## config.mk

```make
export PLATFORM = sky130hd
export DESIGN_NAME = wb_merge
export DESIGN_NICKNAME = d
export VERILOG_FILES = /design/src/rtl/wb_merge.sv
export SDC_FILE = /design/constraint.sdc
export NUM_CORES = 1
export LEC_CHECK = 0
export ABC_AREA = 1
export BUFFER_PORTS_ARGS = -buffer_cell sky130_fd_sc_hd__buf_4
export CAP_MARGIN = 20
export CORE_ASPECT_RATIO = 0.5
export CORE_MARGIN = 4
export CORE_UTILIZATION = 50
export DETAILED_ROUTE_END_ITERATION = 10
export PLACE_DENSITY = 0.76
export SLEW_MARGIN = 20
export SYNTH_ARGS = -nofsm -noshare
export SYNTH_HDL_FRONTEND = slang
export SYNTH_SLANG_ARGS = --single-unit
```

## constraint.sdc

```tcl
create_clock -name clk -period 2.4 [get_ports clk]
set_clock_uncertainty 0.15 [all_clocks]
set_input_delay 0.48 -clock clk [delete_from_list [all_inputs] [get_ports clk]]
set_output_delay 0.48 -clock clk [all_outputs]
set_load 0.005 [all_outputs]
```

## src/rtl/wb_merge.sv

```systemverilog
// Writeback merge: buffers ALU0/ALU1/MEM results one deep each and retires up to
// two per cycle onto register-file ports D1/D2, oldest on D1.
module wb_merge #(
   parameter  int unsigned FILESIZE = 32,
   parameter  int unsigned REGSIZE  = 32,
   parameter  int unsigned SEQW     = 4,
   localparam int unsigned REGADDR  = $clog2(FILESIZE)
) (
   input  logic               clk,
   input  logic               reset,
   input  logic               alu0_valid,
   output logic               alu0_ready,
   input  logic [REGADDR-1:0] alu0_rd,
   input  logic [REGSIZE-1:0] alu0_data,
   input  logic [SEQW-1:0]    alu0_seq,
   input  logic               alu1_valid,
   output logic               alu1_ready,
   input  logic [REGADDR-1:0] alu1_rd,
   input  logic [REGSIZE-1:0] alu1_data,
   input  logic [SEQW-1:0]    alu1_seq,
   input  logic               mem_valid,
   output logic               mem_ready,
   input  logic [REGADDR-1:0] mem_rd,
   input  logic [REGSIZE-1:0] mem_data,
   input  logic [SEQW-1:0]    mem_seq,
   output logic               write1,
   output logic [REGADDR-1:0] writeAddr_D1,
   output logic [REGSIZE-1:0] writeData_D1,
   output logic               write2,
   output logic [REGADDR-1:0] writeAddr_D2,
   output logic [REGSIZE-1:0] writeData_D2,
   output logic [1:0]         retire_cnt
);

   localparam int unsigned NSRC = 3;

   typedef struct packed {
      logic               valid;
      logic [REGADDR-1:0] rd;
      logic [REGSIZE-1:0] data;
      logic [SEQW-1:0]    seq;
   } entry_t;

   entry_t             ent_q [NSRC];
   entry_t             ent_d [NSRC];
   entry_t             src   [NSRC];
   logic               rdy   [NSRC];
   logic               gnt1  [NSRC];
   logic               gnt2  [NSRC];
   logic [1:0]         rank  [NSRC];
   entry_t             sel1;
   entry_t             sel2;

   logic               write1_q, write1_d;
   logic               write2_q, write2_d;
   logic [REGADDR-1:0] addr1_q, addr1_d;
   logic [REGADDR-1:0] addr2_q, addr2_d;
   logic [REGSIZE-1:0] data1_q, data1_d;
   logic [REGSIZE-1:0] data2_q, data2_d;
   logic [1:0]         retire_cnt_q, retire_cnt_d;

   // Wrap-safe age: a is older than b when (a - b) mod 2^SEQW has its MSB set.
   function automatic logic older(input logic [SEQW-1:0] a, input logic [SEQW-1:0] b);
      logic [SEQW-1:0] diff;
      diff = a - b;
      return diff[SEQW-1];
   endfunction

   always_comb begin
      src[0] = '{valid: alu0_valid, rd: alu0_rd, data: alu0_data, seq: alu0_seq};
      src[1] = '{valid: alu1_valid, rd: alu1_rd, data: alu1_data, seq: alu1_seq};
      src[2] = '{valid: mem_valid,  rd: mem_rd,  data: mem_data,  seq: mem_seq};
   end

   // Rank each held entry by how many valid entries are older; rank 0 -> D1, rank 1 -> D2.
   always_comb begin
      sel1 = '0;
      sel2 = '0;
      for (int i = 0; i < NSRC; i++) begin
         rank[i] = 2'd0;
         for (int j = 0; j < NSRC; j++) begin
            if (j != i && ent_q[j].valid && older(ent_q[j].seq, ent_q[i].seq))
               rank[i] = rank[i] + 2'd1;
         end
         gnt1[i] = ent_q[i].valid && (rank[i] == 2'd0);
         gnt2[i] = ent_q[i].valid && (rank[i] == 2'd1);
         if (gnt1[i]) sel1 = ent_q[i];
         if (gnt2[i]) sel2 = ent_q[i];
      end
   end

   // Entry update: granted entries drain, accepted results refill (rd 0 is dropped).
   always_comb begin
      for (int i = 0; i < NSRC; i++) begin
         rdy[i]   = !reset && (!ent_q[i].valid || gnt1[i] || gnt2[i]);
         ent_d[i] = ent_q[i];
         if (gnt1[i] || gnt2[i])
            ent_d[i].valid = 1'b0;
         if (src[i].valid && rdy[i] && (src[i].rd != '0))
            ent_d[i] = src[i];
      end
   end

   always_comb begin
      write1_d     = sel1.valid;
      write2_d     = sel2.valid;
      addr1_d      = sel1.valid ? sel1.rd   : addr1_q;
      data1_d      = sel1.valid ? sel1.data : data1_q;
      addr2_d      = sel2.valid ? sel2.rd   : addr2_q;
      data2_d      = sel2.valid ? sel2.data : data2_q;
      retire_cnt_d = {1'b0, sel1.valid} + {1'b0, sel2.valid};
   end

   always_ff @(posedge clk) begin
      if (reset) begin
         for (int i = 0; i < NSRC; i++) ent_q[i] <= '0;
         write1_q     <= 1'b0;
         write2_q     <= 1'b0;
         addr1_q      <= '0;
         addr2_q      <= '0;
         data1_q      <= '0;
         data2_q      <= '0;
         retire_cnt_q <= 2'd0;
      end else begin
         for (int i = 0; i < NSRC; i++) ent_q[i] <= ent_d[i];
         write1_q     <= write1_d;
         write2_q     <= write2_d;
         addr1_q      <= addr1_d;
         addr2_q      <= addr2_d;
         data1_q      <= data1_d;
         data2_q      <= data2_d;
         retire_cnt_q <= retire_cnt_d;
      end
   end

   assign alu0_ready   = rdy[0];
   assign alu1_ready   = rdy[1];
   assign mem_ready    = rdy[2];
   assign write1       = write1_q;
   assign write2       = write2_q;
   assign writeAddr_D1 = addr1_q;
   assign writeAddr_D2 = addr2_q;
   assign writeData_D1 = data1_q;
   assign writeData_D2 = data2_q;
   assign retire_cnt   = retire_cnt_q;

endmodule

```

==> flow_summary.ini <==
[worst_hold_path]
min_path_type = primary input to flop

[cts]
cts_buffers = 20
clk_latency_ns = 0.52
cts_tree = done
cts_buffer_depth = 3
clock-root-buffer = clkbuf_16
clk_pin_slew_ns = 0.07
htree_num_levels = 1
clock-sinks = 204

[floorplanning]
coreArea_sq_mm = 0.0207
die_y_um = 111
die_area_sq_mm = 0.0239
die_w_um = 214
io_pins = 209
std_cell_rows = 37
start_util_pct = 51.4

[worst_setup_path]
cp-startpoint = ent_q[0][2]
crit_path_max_incr_delay_ns = 0.33
cp_slowest_cell = dfxtp_2
crit_type = flop to output pin
r2r_start = ent_q[0][2]
cp-start-kind = flop
critPathTopFamily = simple AND/OR/NAND/NOR gates
reg2regPathDepth = 21
crit_cells = 15
cp.arrival_ns = 2.36
crit_end = alu1_ready
r2r_slack_ns = -0.39
crit_path_frequent_cell = inv_2
path_cells = inv_2 > buf_6 > ha_4 > nand2_2 > inv_2 > o21ai_2 > nand2_1 > nand2_1 > nand3_2 > ha_4 > inv_2 > nand3_2 > nand2_2 > inv_2 > buf_6
worstPathMaxFanout = 3
cp_data_required_time_ns = 1.77
cp-end-kind = output pin
rr_endpoint = writeData_D2[20]
crit_buf_inv = 6

[power]
power.density_mw_per_mm2 = 663
leakage_nw = 8.04
peakVddDrop_uv = 424

[routing]
ant_nets = 0
drc = 0
wirelength_mm = 44.7
wl_per_cell_um = 21.0
dr.pass1.iters = 8
drt_iter0_drc = 1604
vias = 12400
via_per_inst = 5.81

[synthesis]
synthesis.nets = 1740
synthTopCellsByArea = dfxtp_1 38%, nand2_1 23%, o21bai_1 8.7%
synth_top_area_share_pct = 38.3
synth_area_per_cell_sq_um = 6.68
synth.most_common_cell = nand2_1
ys_warn_count = 0
yosysUniqueCellTypes = 31
syn_inst = 1596
synth_common_cells = 663 x nand2_1, 204 x dfxtp_1, 162 x nand3_1
synth-async-reset-ratio_pct = 0
syn_area_sq_mm = 0.0107
synth-edff-count = 0
synth-seq-cells = 204
synth-seq-area-share_pct = 38.3
yosysTopAreaCell = dfxtp_1
ys.flop_type = dfxtp_1

[global_route]
antenna_found_initial = 0
grt_pass1_vias = 11400
grt_pass1_wl_mm = 61.7
gr-usage-all-layers_pct = 31.9
grt_max_degree = 125
grt_overflow = 0

[final_layout]
diodes = 0
fin_util_pct = 76.3
drive_gt1_share_pct = 35.1
area_growth_pct = 48.4
stdcell_count = 2135
fin_nets = 1992
fill_cells = 1486

[timing]
fin_crit_ns = 2.99
slew_violations = 0
relSlewSlack_pct = 55.3
hold_violations = 0
grt_setup_unrepaired = true
finalWorstSetupSlack_ns = -0.592
whs_ns = 0.000391
post-route-period-util_pct = 125
worstMarginPinSlew_ns = 0.670
tns_ns = -38.50
setup_viol = 180
max_freq_mhz = 334

[flow_run]
maxCapViolations = 0

[placed_design]
portBuffers = 208
dp_hpwl_mm = 26.2
gp_congestion = 0.920
dp.cells = 2043

[status]
status = finished with violations
violations = setup timing
## layout by cell type (no fill, tap or decap), types with 5 or more instances in the layout
cell type and instances:
a21oi_1 5, buf_12 35, buf_16 8, buf_4 258, buf_6 20, buf_8 9, clkbuf_16 35, clkinv_2 5
dfxtp_1 197, dfxtp_2 5, ha_4 11, inv_1 25, inv_2 15, nand2_1 532, nand2_2 83, nand2_4 52
nand3_1 124, nand3_2 37, nand3_4 8, nor2_1 118, nor2_4 7, o21ai_0 37, o21ai_1 38, o21ai_2 5
o21bai_1 117, o21bai_4 5, or2_2 27
## area by class of cell
type / instances / area, sq um / area share, %
Timing Repair Buffer: 344 / 3570 / 22.6
Tap cell: 273 / 342 / 2.16
Sequential cell: 204 / 4100 / 25.9
Clock buffer: 27 / 588 / 3.72
Multi-Input combinational cell: 1230 / 6880 / 43.5
Clock inverter: 9 / 123 / 0.775
Inverter: 48 / 215 / 1.36
## timing repair
action	in CTS	in global routing
hold buffers	0	0
endpoints found under the setup margin	201	204
gates resized for setup	110	259
cloned	9	15
buffers inserted	24	20
pin swaps	27	82
endpoints found under the hold margin	0	0
## registers in the layout, indices dropped and copies added, names as in the netlist
signal        count
ent_q           126
retire_cnt        2
writeAddr_D1      5
writeData_D2     32
write2            1
writeAddr_D2      5
write1            1
writeData_D1     32
## power breakdown
part           internal (mW)  total (mW)  switching [mW]
registers               3.66        3.90           0.246
clock network           2.05        3.51            1.46
logic                   1.39        3.08            1.69
total                   7.09        10.5            3.39
## metal layers
layer | global-route usage [%] | wire length (um)
met5 | 0 | 0
met2 | 49.4 | 19600
met4 | 12.3 | 1790
met1 | 43.8 | 17600
met3 | 6.90 | 5660
## metrics by stage
| stage | power, mW | setup slack [ns] | cell area [sq um] |
|---|---|---|---|
| floorplan | 5.13 | 0.00580 | 10700 |
| global placement | 6.04 | -0.191 | 12900 |
| detailed placement | 6.09 | -0.213 | 12900 |
| CTS | 9.86 | -0.523 | 14400 |
| global route | 10.8 | -0.687 | 15800 |
| finish | 10.5 | -0.592 | 15800 |
## tightest hold or removal path: stages
cell and delay (ns):
buf_4 0.07, nand2_1 0.04, nand2_1 0.05
## kinds of logic (layout without fill, tap and decap cells)
kind of cell             Yosys count  count (layout)  synth area share (%)
XOR/XNOR                           3               3                 0.247
buffers and inverters            162             428                  7.63
flip-flops                       204             204                  38.3
AND/OR/NAND/NOR                  998             998                  39.0
AO/OA/AOI/OAI                    213             213                  12.9
adder cells (fa/ha/maj)           16              16                  1.88
## worst min-delay path by stage
stage | cells after the start | from | endpoint
3_5_place_dp | 2 | writeData_D2[23] | writeData_D2[23]
6_report | 3 | mem_seq[3] | ent_q[0][87]
2_1_floorplan | 2 | writeAddr_D1[3] | writeAddr_D1[3]
5_1_grt | 3 | alu0_data[15] | ent_q[0][19]
4_1_cts | 3 | alu0_seq[0] | ent_q[0][0]
3_3_place_gp | 2 | writeData_D2[21] | writeData_D2[21]
Note: power is estimated with default switching activity, not from simulation.
